## config.mk

```make
export PLATFORM = sky130hd
export DESIGN_NAME = baud_tick_gen_flat
export DESIGN_NICKNAME = d
export VERILOG_FILES = /design/src/rtl/uart_pkg.sv /design/src/rtl/baud_tick_gen_if.sv /design/src/rtl/baud_tick_gen_period.sv /design/src/rtl/baud_tick_gen.sv /design/src/flat_wrapper.sv
export SDC_FILE = /design/constraint.sdc
export NUM_CORES = 1
export LEC_CHECK = 0
export BUFFER_PORTS_ARGS = -buffer_cell sky130_fd_sc_hd__buf_2
export CORE_MARGIN = 4
export CORE_UTILIZATION = 52
export CTS_CLUSTER_DIAMETER = 120
export DETAILED_ROUTE_END_ITERATION = 10
export PLACE_DENSITY = 0.8
export SLEW_MARGIN = 30
export SYNTH_ARGS = -nofsm -noshare
export SYNTH_HDL_FRONTEND = slang
export SYNTH_SLANG_ARGS = --single-unit
```

## constraint.sdc

```tcl
create_clock -name sysclk -period 4.43 [get_ports sysclk]
set_clock_uncertainty 0.15 [all_clocks]
set_input_delay 0.2215 -clock sysclk [delete_from_list [all_inputs] [get_ports sysclk]]
set_output_delay 0.2215 -clock sysclk [all_outputs]
set_load 0.01 [all_outputs]
```

## src/rtl/uart_pkg.sv

```systemverilog
// uart_pkg: constants and types shared by the UART clocking blocks.
//   UART_OVS          : oversample ticks per UART bit
//   SYSCLK_HZ         : nominal sysclk frequency the divisor constants assume
//   DIV_*             : integer + fractional divisors (sysclk cycles per os_tick)
//   baud_div_t        : divisor pair {div_int, div_frac}
//   MIN_DIV_INT       : smallest integer divisor the tick generator will accept
package uart_pkg;

  localparam int UART_OVS   = 16;
  localparam int SYSCLK_HZ  = 50_000_000;
  localparam int DIV_INT_W  = 16;
  localparam int DIV_FRAC_W = 4;
  localparam int MIN_DIV_INT = 2;

  typedef struct packed {
    logic [DIV_INT_W-1:0]  div_int;
    logic [DIV_FRAC_W-1:0] div_frac;
  } baud_div_t;

  // 50 MHz / (rate * 16), fractional part in 1/16 cycle units
  localparam baud_div_t DIV_9600   = '{div_int: 16'd325, div_frac: 4'd8};
  localparam baud_div_t DIV_19200  = '{div_int: 16'd162, div_frac: 4'd12};
  localparam baud_div_t DIV_115200 = '{div_int: 16'd27,  div_frac: 4'd2};

endpackage

```

## src/rtl/baud_tick_gen_if.sv

```systemverilog
// baud_tick_gen_if: divisor configuration handshake.
//   cfg_valid    : producer offers a new divisor
//   cfg_ready    : generator can accept a new divisor
//   cfg_div_int  : requested integer divisor
//   cfg_div_frac : requested fractional divisor
//   cfg_err      : one-cycle pulse when an offered divisor is rejected
// master = configuration producer, slave = baud_tick_gen.
interface baud_tick_gen_if #(
  parameter int CNT_W  = 16,
  parameter int FRAC_W = 4
);
  logic              cfg_valid;
  logic              cfg_ready;
  logic [CNT_W-1:0]  cfg_div_int;
  logic [FRAC_W-1:0] cfg_div_frac;
  logic              cfg_err;

  modport master (
    output cfg_valid, cfg_div_int, cfg_div_frac,
    input  cfg_ready, cfg_err
  );

  modport slave (
    input  cfg_valid, cfg_div_int, cfg_div_frac,
    output cfg_ready, cfg_err
  );
endinterface

```

## src/rtl/baud_tick_gen_period.sv

```systemverilog
// frac_period_cnt: fractional-N period counter producing the oversample tick.
//   clk, reset      : clock, synchronous active-high reset
//   en, restart     : count enable, phase realign (clears cnt and frac_acc)
//   load/load_*     : latch a new divisor as pending (only while idle)
//   wrap            : combinational, high on the edge that raises os_tick
//   os_tick         : registered one-cycle oversample pulse
//   idle            : no divisor pending (drives cfg_ready)
//   div_int/frac    : active divisor
module frac_period_cnt
  import uart_pkg::*;
#(
  parameter int CNT_W        = DIV_INT_W,
  parameter int FRAC_W       = DIV_FRAC_W,
  parameter int DEF_DIV_INT  = 325,
  parameter int DEF_DIV_FRAC = 8
) (
  input  logic              clk,
  input  logic              reset,
  input  logic              en,
  input  logic              restart,
  input  logic              load,
  input  logic [CNT_W-1:0]  load_int,
  input  logic [FRAC_W-1:0] load_frac,
  output logic              wrap,
  output logic              os_tick,
  output logic              idle,
  output logic [CNT_W-1:0]  div_int,
  output logic [FRAC_W-1:0] div_frac
);

  logic [CNT_W-1:0]  cnt_r;
  logic [FRAC_W-1:0] acc_r;
  logic              os_tick_r;
  logic              idle_r;
  logic [CNT_W-1:0]  div_int_r, pend_int_r;
  logic [FRAC_W-1:0] div_frac_r, pend_frac_r;
  logic [FRAC_W:0]   sum_s;
  logic [CNT_W-1:0]  last_s;
  logic              at_end_s, wrap_s, apply_s;

  // Period end detection: the carry of frac_acc + div_frac stretches this period by one
  always_comb begin
    sum_s    = {1'b0, acc_r} + {1'b0, div_frac_r};
    last_s   = div_int_r - CNT_W'(1) + CNT_W'(sum_s[FRAC_W]);
    // >= keeps the counter bounded if a smaller divisor lands while cnt is held high
    at_end_s = en && (cnt_r >= last_s);
    wrap_s   = at_end_s && !restart;
    // pending divisor goes live on restart, at a wrap, or straight away while stalled
    apply_s  = !idle_r && (restart || !en || at_end_s);
  end

  // Period counter
  always_ff @(posedge clk) begin
    if (reset || restart) begin
      cnt_r <= '0;
    end else if (at_end_s) begin
      cnt_r <= '0;
    end else if (en) begin
      cnt_r <= cnt_r + CNT_W'(1);
    end else begin
      cnt_r <= cnt_r;
    end
  end

  // Fractional accumulator, cleared whenever the phase or the divisor changes
  always_ff @(posedge clk) begin
    if (reset || restart || apply_s) begin
      acc_r <= '0;
    end else if (at_end_s) begin
      acc_r <= sum_s[FRAC_W-1:0];
    end else begin
      acc_r <= acc_r;
    end
  end

  // Registered oversample pulse
  always_ff @(posedge clk) begin
    if (reset) begin
      os_tick_r <= 1'b0;
    end else begin
      os_tick_r <= wrap_s;
    end
  end

  // Pending and active divisor registers
  always_ff @(posedge clk) begin
    if (reset) begin
      idle_r      <= 1'b1;
      div_int_r   <= CNT_W'(DEF_DIV_INT);
      div_frac_r  <= FRAC_W'(DEF_DIV_FRAC);
      pend_int_r  <= '0;
      pend_frac_r <= '0;
    end else if (apply_s) begin
      idle_r     <= 1'b1;
      div_int_r  <= pend_int_r;
      div_frac_r <= pend_frac_r;
    end else if (load && idle_r) begin
      idle_r      <= 1'b0;
      pend_int_r  <= load_int;
      pend_frac_r <= load_frac;
    end else begin
      idle_r <= idle_r;
    end
  end

  assign wrap     = wrap_s;
  assign os_tick  = os_tick_r;
  assign idle     = idle_r;
  assign div_int  = div_int_r;
  assign div_frac = div_frac_r;

endmodule

```

## src/rtl/baud_tick_gen.sv

```systemverilog
// baud_tick_gen: fractional baud generator for the UART RX/TX engines.
//   sysclk, reset : clock, synchronous active-high reset
//   en            : count enable (counters hold, ticks 0 when low)
//   restart       : realign to start of bit; next bit_tick lands mid-bit
//   cfg           : divisor configuration handshake (slave side)
//   os_tick       : one-cycle pulse at the oversample rate
//   bit_tick      : one-cycle pulse at the bit rate, coincident with os_tick
//   brclk         : legacy 50% square wave at the bit rate
//   cur_div_*     : active divisor
module baud_tick_gen
  import uart_pkg::*;
#(
  parameter int CNT_W        = DIV_INT_W,
  parameter int FRAC_W       = DIV_FRAC_W,
  parameter int OVS          = UART_OVS,
  parameter int DEF_DIV_INT  = 325,
  parameter int DEF_DIV_FRAC = 8
) (
  input  logic              sysclk,
  input  logic              reset,
  input  logic              en,
  input  logic              restart,
  baud_tick_gen_if.slave    cfg,
  output logic              os_tick,
  output logic              bit_tick,
  output logic              brclk,
  output logic [CNT_W-1:0]  cur_div_int,
  output logic [FRAC_W-1:0] cur_div_frac
);

  localparam int OS_W = $clog2(OVS);
  localparam logic [OS_W-1:0] OS_LAST = OS_W'(OVS - 1);
  localparam logic [OS_W-1:0] OS_MID  = OS_W'(OVS / 2 - 1);
  localparam logic [OS_W-1:0] OS_HALF = OS_W'(OVS / 2);

  logic            accept_s, reject_s, load_s, wrap_s, idle_s;
  logic            err_r, bit_tick_r, brclk_r;
  logic [OS_W-1:0] os_cnt_r;

  // Classify an accepted offer as a legal divisor to hold, or one to reject
  always_comb begin
    accept_s = cfg.cfg_valid && idle_s;
    if (cfg.cfg_div_int < CNT_W'(MIN_DIV_INT)) begin
      reject_s = accept_s;
      load_s   = 1'b0;
    end else begin
      reject_s = 1'b0;
      load_s   = accept_s;
    end
  end

  // Rejection pulse
  always_ff @(posedge sysclk) begin
    if (reset) begin
      err_r <= 1'b0;
    end else begin
      err_r <= reject_s;
    end
  end

  // Oversample counter, bit tick and legacy square wave
  always_ff @(posedge sysclk) begin
    if (reset) begin
      os_cnt_r   <= '0;
      bit_tick_r <= 1'b0;
      brclk_r    <= 1'b1;
    end else if (restart) begin
      // half a bit of os_ticks remains, so the next bit_tick samples mid-bit
      os_cnt_r   <= OS_HALF;
      bit_tick_r <= 1'b0;
      brclk_r    <= 1'b1;
    end else if (wrap_s) begin
      os_cnt_r   <= (os_cnt_r == OS_LAST) ? '0 : os_cnt_r + OS_W'(1);
      bit_tick_r <= (os_cnt_r == OS_LAST);
      brclk_r    <= (os_cnt_r == OS_LAST || os_cnt_r == OS_MID) ? ~brclk_r : brclk_r;
    end else begin
      os_cnt_r   <= os_cnt_r;
      bit_tick_r <= 1'b0;
      brclk_r    <= brclk_r;
    end
  end

  frac_period_cnt #(
    .CNT_W        (CNT_W),
    .FRAC_W       (FRAC_W),
    .DEF_DIV_INT  (DEF_DIV_INT),
    .DEF_DIV_FRAC (DEF_DIV_FRAC)
  ) u_period (
    .clk       (sysclk),
    .reset     (reset),
    .en        (en),
    .restart   (restart),
    .load      (load_s),
    .load_int  (cfg.cfg_div_int),
    .load_frac (cfg.cfg_div_frac),
    .wrap      (wrap_s),
    .os_tick   (os_tick),
    .idle      (idle_s),
    .div_int   (cur_div_int),
    .div_frac  (cur_div_frac)
  );

  assign cfg.cfg_ready = idle_s;
  assign cfg.cfg_err   = err_r;
  assign bit_tick      = bit_tick_r;
  assign brclk         = brclk_r;

endmodule

```

## src/flat_wrapper.sv

```systemverilog
// flat-port wrapper written by rule: the top's interface ports become plain ports
module baud_tick_gen_flat import uart_pkg::*;
#(
  parameter int CNT_W        = DIV_INT_W,
  parameter int FRAC_W       = DIV_FRAC_W,
  parameter int OVS          = UART_OVS,
  parameter int DEF_DIV_INT  = 325,
  parameter int DEF_DIV_FRAC = 8
)
  (sysclk, reset, en, restart, os_tick, bit_tick, brclk, cur_div_int, cur_div_frac, cfg_cfg_valid, cfg_cfg_div_int, cfg_cfg_div_frac, cfg_cfg_ready, cfg_cfg_err);
  baud_tick_gen_if #(.CNT_W(CNT_W), .FRAC_W(FRAC_W)) cfg_i ();
  input  logic sysclk;
  input  logic reset;
  input  logic en;
  input  logic restart;
  output logic os_tick;
  output logic bit_tick;
  output logic brclk;
  output logic [CNT_W-1:0] cur_div_int;
  output logic [FRAC_W-1:0] cur_div_frac;
  input wire logic [$bits(cfg_i.cfg_valid)-1:0] cfg_cfg_valid;
  input wire logic [$bits(cfg_i.cfg_div_int)-1:0] cfg_cfg_div_int;
  input wire logic [$bits(cfg_i.cfg_div_frac)-1:0] cfg_cfg_div_frac;
  output wire logic [$bits(cfg_i.cfg_ready)-1:0] cfg_cfg_ready;
  output wire logic [$bits(cfg_i.cfg_err)-1:0] cfg_cfg_err;
  assign cfg_i.cfg_valid = cfg_cfg_valid;
  assign cfg_i.cfg_div_int = cfg_cfg_div_int;
  assign cfg_i.cfg_div_frac = cfg_cfg_div_frac;
  assign cfg_cfg_ready = cfg_i.cfg_ready;
  assign cfg_cfg_err = cfg_i.cfg_err;
  baud_tick_gen #(.CNT_W(CNT_W), .FRAC_W(FRAC_W), .OVS(OVS), .DEF_DIV_INT(DEF_DIV_INT), .DEF_DIV_FRAC(DEF_DIV_FRAC)) u_core (.sysclk(sysclk), .reset(reset), .en(en), .restart(restart), .cfg(cfg_i), .os_tick(os_tick), .bit_tick(bit_tick), .brclk(brclk), .cur_div_int(cur_div_int), .cur_div_frac(cur_div_frac));
endmodule
```

==> flow_summary.toml, run 1 <==
[logic_synthesis]
synthesis.area_sq_um = 3720
netlist_instances = 398
ys_ff_latch = 69
ys_seq_area_share_pct = 37.2
syn_nets = 448
yosysWarnings = 0
ys_types = 44
synth.avg_cell_area_sq_um = 9.34

[sta]
period_share_pct = 101
hold_viol_final = 0
hold_ws_ns = 0.0642
rsz0062_at_grt = "true"
slew_headroom_pct = 62.0
fin_ws_ns = -0.0328
fin_crit_ns = 4.46
finalSetupViolCount = 5
report.final.slew_viol_count = 0
fmax_ghz = 0.224
worstMarginPinSlew_ns = 0.570

[final_layout]
finalNetCount = 531
multi_input_area_sq_um = 2300
antennaDiodeCount = 0
final_cells = 582
drive_gt1_share_pct = 23.9
fillerInstances = 500
area_growth_syn_to_layout_pct = 28.8
ff_latch_area_sq_um = 1380

[setup_path]
path_buf_inv = 4
max_stage_delay_ns = 0.58
crit_path_start = "u_core.u_period.acc_r[0]"
worstReg2RegStart = "u_core.u_period.acc_r[0]"
cp-end-kind = "register"
crit_type = "register to register"
path_delay_family = "simple AND/OR/NAND/NOR gates"
critPathRequiredTime_ns = 4.57
worstSetupStartpointType = "register"
slowest_stage = "or4_4"
crit_fanout = 6
worstRegToRegCells = 19
r2r_setup_slack_ns = -0.03
crit_end = "u_core.u_period.div_int[10]"
cp_data_arrival_time_ns = 4.60
path_depth = 19
crit_chain = "ha_4 -> inv_2 -> fa_2 -> inv_2 -> a21o_1 -> a21oi_2 -> ha_2 -> nand4_1 -> or4_4 -> nor3_4 -> xnor2_1 -> ha_1 -> nand4_1 -> nor3_4 -> buf_6 -> a31oi_4 -> a41oi_4 -> clkbuf_16 -> mux2i_1"
r2r-end = "u_core.u_period.div_int[10]"

[floorplanning]
die_h_um = 92.5
die_width_um = 92.5
core-area_sq_um = 6870
start_util_pct = 54.1
io_pins = 50
dieArea_sq_um = 8560
rows = 30

[placed_design]
placedCellCount = 530
dp_slack_ns = -0.119
hpwl_um = 5770
numPortBuffers = 49
gp_congestion = 0.815

[power_and_ir_drop]
power_density_nw_per_um2 = 300
p_switching_mw = 0.374
leakage_nw = 1.94
peakVddDrop_uv = 271
clkPwrFrac_pct = 39.8
swShare_pct = 26.0
p_int_mw = 1.06
p_seq_share_pct = 46.4
combPwrFrac_pct = 13.9

[clocking]
insertion_delay_ns = 0.36
ctsLongestPathBuffers = 2
cts.sinks = 69
cts_root_buf = "clkbuf_8"
cts_tree = "yes"
path_clk_slew_ns = 0.08
htree_num_levels = 3
cts_buffers = 9

[grt]
overflow = 0
first_global_vias = 3038
antenna_found_initial = 0
grt_pass1_wl_um = 14500
grt_use_total_pct = 21.2
grt_start_max_net_pins = 66

[status]
violations = "negative setup slack"
status = "finished, violations left"

[detailed_routing]
vias = 3237
wirelength_um = 9210
via_per_inst = 5.56
drc = 0
firstDrtPassIters = 6
wire_per_inst_um = 15.8
drtAntennaViolNets = 0
drtIter0Drc = 276

[min_path]
hp-class = "input port to register"

[run]
maxCapViolCount = 0
per-stage QoR:
stage / setup TNS [ns] / instance area (sq um) / power, mW / utilization [%]
floorplan: 0 / 3720 / 0.788 / -
global placement: 0 / 4070 / 0.831 / 59.2
detailed placement: -2.44 / 4070 / 0.837 / 59.2
CTS: 0 / 4500 / 1.42 / 65.5
global route: -6.12 / 4780 / 1.50 / 69.7
finish: -0.0710 / 4780 / 1.44 / 69.7
layer usage:
| layer | global-route usage (%) | wire length, um | up-vias |
|---|---|---|---|
| li1 | - | - | 1575 |
| met1 | 26.3 | 3910 | 1543 |
| met2 | 34.9 | 4600 | 99 |
| met3 | 6.66 | 487 | 20 |
| met4 | 6.68 | 206 | 0 |
| met5 | 0 | 0 | - |
cells in the mapped netlist, drive strengths merged:
library cell | n | area share [%]
a2111o | 2 | 0.61
a2111oi | 1 | 0.40
a211o | 1 | 0.24
a211oi | 3 | 1.0
a21boi | 1 | 0.30
a21o | 2 | 0.40
a21oi | 13 | 1.8
a221o | 1 | 0.27
a221oi | 1 | 0.24
a2bb2oi | 3 | 0.71
a311oi | 4 | 0.94
a31o | 1 | 0.24
a31oi | 1 | 0.57
a41oi | 1 | 0.74
and2 | 1 | 0.17
and3 | 1 | 0.17
and4 | 5 | 1.2
buf | 7 | 1.2
clkbuf | 12 | 1.2
dfxtp | 69 | 37
fa | 1 | 0.54
ha | 24 | 8.1
inv | 13 | 1.3
mux2i | 44 | 12
nand2 | 21 | 2.1
nand2b | 31 | 5.2
nand3 | 7 | 0.94
nand3b | 1 | 0.20
nand4 | 9 | 1.5
nor2 | 42 | 4.2
nor2b | 2 | 0.34
nor3 | 21 | 3.1
nor4 | 5 | 0.84
o211ai | 3 | 0.61
o21ai | 7 | 0.94
o311ai | 1 | 0.24
or2 | 1 | 0.17
or4 | 2 | 0.40
or4b | 1 | 0.27
xnor2 | 12 | 2.8
xor2 | 20 | 4.7
cells by family after synthesis:
group	count (synthesis)	synth area share, %
buf+inv	32	3.70
fa+ha+maj	25	8.62
xor+xnor	32	7.54
flops	69	37.2
compound gates	46	10.2
mux	44	11.9
simple gates	150	20.9
worst reg2reg max path: stages (launching register included):
cell and delay (ns):
dfxtp_2 0.34, ha_4 0.16, inv_2 0.06, fa_2 0.22, inv_2 0.03, a21o_1 0.15
a21oi_2 0.18, ha_2 0.24, nand4_1 0.16, or4_4 0.58, nor3_4 0.19, xnor2_1 0.12
ha_1 0.35, nand4_1 0.16, nor3_4 0.19, buf_6 0.15, a31oi_4 0.13, a41oi_4 0.39
clkbuf_16 0.24, mux2i_1 0.20
how the worst min path moves through the flow:
stage,depth (start not counted),slack (ns),startpoint,endpoint
CTS,3,0.06,restart,u_core.os_cnt_r[3]
detailed placement,3,0.32,cfg_cfg_div_int[0],u_core.u_period.pend_int_r[0]
floorplan,2,0.22,cfg_cfg_div_frac[3],u_core.u_period.pend_frac_r[3]
global route,3,0.08,restart,u_core.os_cnt_r[3]
global placement,3,0.30,cfg_cfg_div_int[0],u_core.u_period.pend_int_r[0]
finish,3,0.06,restart,u_core.os_cnt_r[3]
sequential cells by signal, indices dropped and copies added, names as in the netlist, 4 cells and up:
register / flops
u_core.u_period.pend_int_r: 16
u_core.u_period.acc_r: 4
u_core.u_period.pend_frac_r: 4
u_core.u_period.div_frac: 4
u_core.os_cnt_r: 4
u_core.u_period.cnt_r: 16
u_core.u_period.div_int: 16
area by class of cell:
cell class | count | area share [%]
well taps | 96 | 2.51
repair buffers | 91 | 14.9
inverters | 13 | 1.02
clock buffers | 11 | 2.75
multi-input cells | 297 | 48.1
clock inverters | 5 | 1.78
flip-flops and latches | 69 | 28.9
power by group through the flow:
stage / clock network [mW] / logic (mW) / registers (mW)
floorplan: 0 / 0.112 / 0.676
global placement: 0 / 0.152 / 0.678
detailed placement: 0 / 0.158 / 0.679
CTS: 0.578 / 0.173 / 0.665
global route: 0.608 / 0.218 / 0.669
finish: 0.571 / 0.199 / 0.666
cells in the final DEF (no fill, tap or decap), types with 3 or more instances in the layout:
| master | count |
|---|---|
| nor3_1 | 19 |
| inv_1 | 11 |
| buf_2 | 49 |
| nor2_1 | 40 |
| xnor2_1 | 12 |
| clkbuf_8 | 9 |
| ha_1 | 21 |
| a211oi_2 | 3 |
| o211ai_1 | 3 |
| a2bb2oi_1 | 3 |
| nand3_1 | 7 |
| nor4_1 | 5 |
| buf_4 | 13 |
| o21ai_0 | 3 |
| buf_12 | 3 |
| nand2b_1 | 31 |
| a21oi_1 | 12 |
| and4_1 | 4 |
| dlygate4sd3_1 | 21 |
| nand4_1 | 9 |
| a311oi_1 | 4 |
| nand2_1 | 20 |
| dfxtp_1 | 67 |
| xor2_1 | 19 |
| mux2i_1 | 43 |
timing repair:
action,4_1_cts,5_1_grt
resized for setup,4,27
setup endpoints to repair,43,46
setup buffers,0,11
cloned,0,3
endpoints found under the hold margin,21,0
pin swaps,0,18
hold buffers,21,0
(Power assumes the default switching activity.)
==> inputs of run 2 (changes only) <==
- CORE_UTILIZATION: 52 -> 57
- PLACE_DENSITY: 0.8 -> 0.83
- clock period: 4.43 -> 5.2 ns (I/O delays scaled with it)
==> flow_summary.toml, run 2 (same netlist as run 1, synthesis figures left out) <==
[clocking]
path_clk_slew_ns = 0.07
insertion_delay_ns = 0.35
ctsLongestPathBuffers = 2
hold_buffers = 5
cts_buffers = 9
cts_tree = "yes"
cts_resized = 0
cts_root_buf = "clkbuf_8"
post_cts_buffers = 0
htree_num_levels = 3
cts.sinks = 69

[detailed_routing]
vias = 2994
drtIter0Drc = 107
wire_per_inst_um = 14.3
via_per_inst = 5.65
firstDrtPassIters = 4
drc = 0
wirelength_um = 7610
drtAntennaViolNets = 0

[grt]
antenna_found_initial = 0
grt_pass1_wl_um = 12700
overflow = 0
grt_use_total_pct = 20.6
first_global_vias = 2766
grt_start_max_net_pins = 66

[sta]
hold_viol_final = 0
fin_ws_ns = 0.479
report.final.slew_viol_count = 0
slew_headroom_pct = 50.1
rsz0062_at_grt = "false"
fmax_ghz = 0.212
finalSetupTns_ns = 0
period_share_pct = 90.8
fin_crit_ns = 4.72
worstMarginPinSlew_ns = 0.741
finalSetupViolCount = 0

[run]
maxCapViolCount = 0

[status]
status = "complete, no violations"

[setup_path]
critPathRequiredTime_ns = 5.33
path_depth = 18
crit_chain = "ha_1 -> inv_1 -> fa_1 -> inv_1 -> a21o_1 -> a21oi_1 -> ha_1 -> nand3_1 -> or4b_2 -> nor2_1 -> xnor2_1 -> ha_1 -> nand2_1 -> o21ai_0 -> a31oi_4 -> a41oi_4 -> buf_4 -> mux2i_1"
cp_common_cell = "ha_1"
path_delay_family = "compound AO/OA/AOI/OAI gates"
crit_type = "register to register"
crit_fanout = 25
max_stage_delay_ns = 0.66
cp-end-kind = "register"
worstRegToRegCells = 18
worstSetupStartpointType = "register"
cp_data_arrival_time_ns = 4.85
path_buf_inv = 3
slowest_stage = "or4b_2"

[min_path]
hold_path_depth = 3
hp-class = "input port to register"

[power_and_ir_drop]
power_density_nw_per_um2 = 266
p_total_mw = 1.13
peakVddDrop_uv = 199
leakage_nw = 1.73

[final_layout]
antennaDiodeCount = 0
fin_util_pct = 66.9
area_growth_syn_to_layout_pct = 14.3
fin_area_sq_um = 4250
final_common_cell = "dfxtp_1"
finalNetCount = 498
final_cell_mix = "69 x dfxtp_1, 48 x buf_2, 44 x mux2i_1, 42 x nor2_1, 31 x nand2b_1"
drive_gt1_share_pct = 17.4
fillerInstances = 491

[placed_design]
numPortBuffers = 49
dp_slack_ns = 0.486
dpl_cell_area_sq_um = 4000
gp_congestion = 0.829
hpwl_um = 5600

[floorplanning]
io_pins = 50
rows = 29
dieArea_sq_um = 7870
die_h_um = 88.7
start_util_pct = 58.5
die_width_um = 88.7
core-area_sq_um = 6350
## run 2: layer usage
layer,vias to the layer above,part of all wire [%],track usage [%]
li1,1512,-,-
met1,1407,47,27.1
met2,56,46,31.6
met3,19,4.4,4.38
met4,0,2.1,10.7
met5,-,0,0
## run 2: worst paths after layout
path                                       from                       endpoint  slack, ns
hold / removal               cfg_cfg_div_int[1]  u_core.u_period.pend_int_r[1]       0.01
setup reg to reg    u_core.u_period.div_frac[0]    u_core.u_period.div_int[10]       0.48
setup / recovery    u_core.u_period.div_frac[0]    u_core.u_period.div_int[10]       0.48
hold reg to reg   u_core.u_period.pend_int_r[5]     u_core.u_period.div_int[5]       0.33
## run 2: worst reg2reg max path, stage by stage (launching register included)
cell	delay, ns
dfxtp_1	0.33
ha_1	0.21
inv_1	0.07
fa_1	0.19
inv_1	0.05
a21o_1	0.17
a21oi_1	0.19
ha_1	0.24
nand3_1	0.12
or4b_2	0.66
nor2_1	0.16
xnor2_1	0.09
ha_1	0.33
nand2_1	0.05
o21ai_0	0.59
a31oi_4	0.15
a41oi_4	0.24
buf_4	0.40
mux2i_1	0.27
## run 2: final cells by class
class	instances	area, sq um	share of cell area (%)
Timing Repair Buffer	58	328	7.72
Clock buffer	11	131	3.09
Tap cell	77	96.3	2.27
Sequential cell	69	1380	32.5
Inverter	13	48.8	1.15
Multi-Input combinational cell	297	2200	51.8
Clock inverter	5	61.3	1.44
## run 2: metrics by stage
stage          cells  hold WS (ns)
2_1_floorplan    398         0.257
3_3_place_gp     509         0.310
3_5_place_dp     509         0.318
4_1_cts          530      0.000889
5_1_grt          530        0.0101
6_report         530        0.0113
## run 2: power breakdown
part | leakage, nW | internal [mW] | switching, mW
registers | 0.561 | 0.548 | 0.0184
logic | 1.08 | 0.0618 | 0.0718
clock network | 0.0858 | 0.222 | 0.206
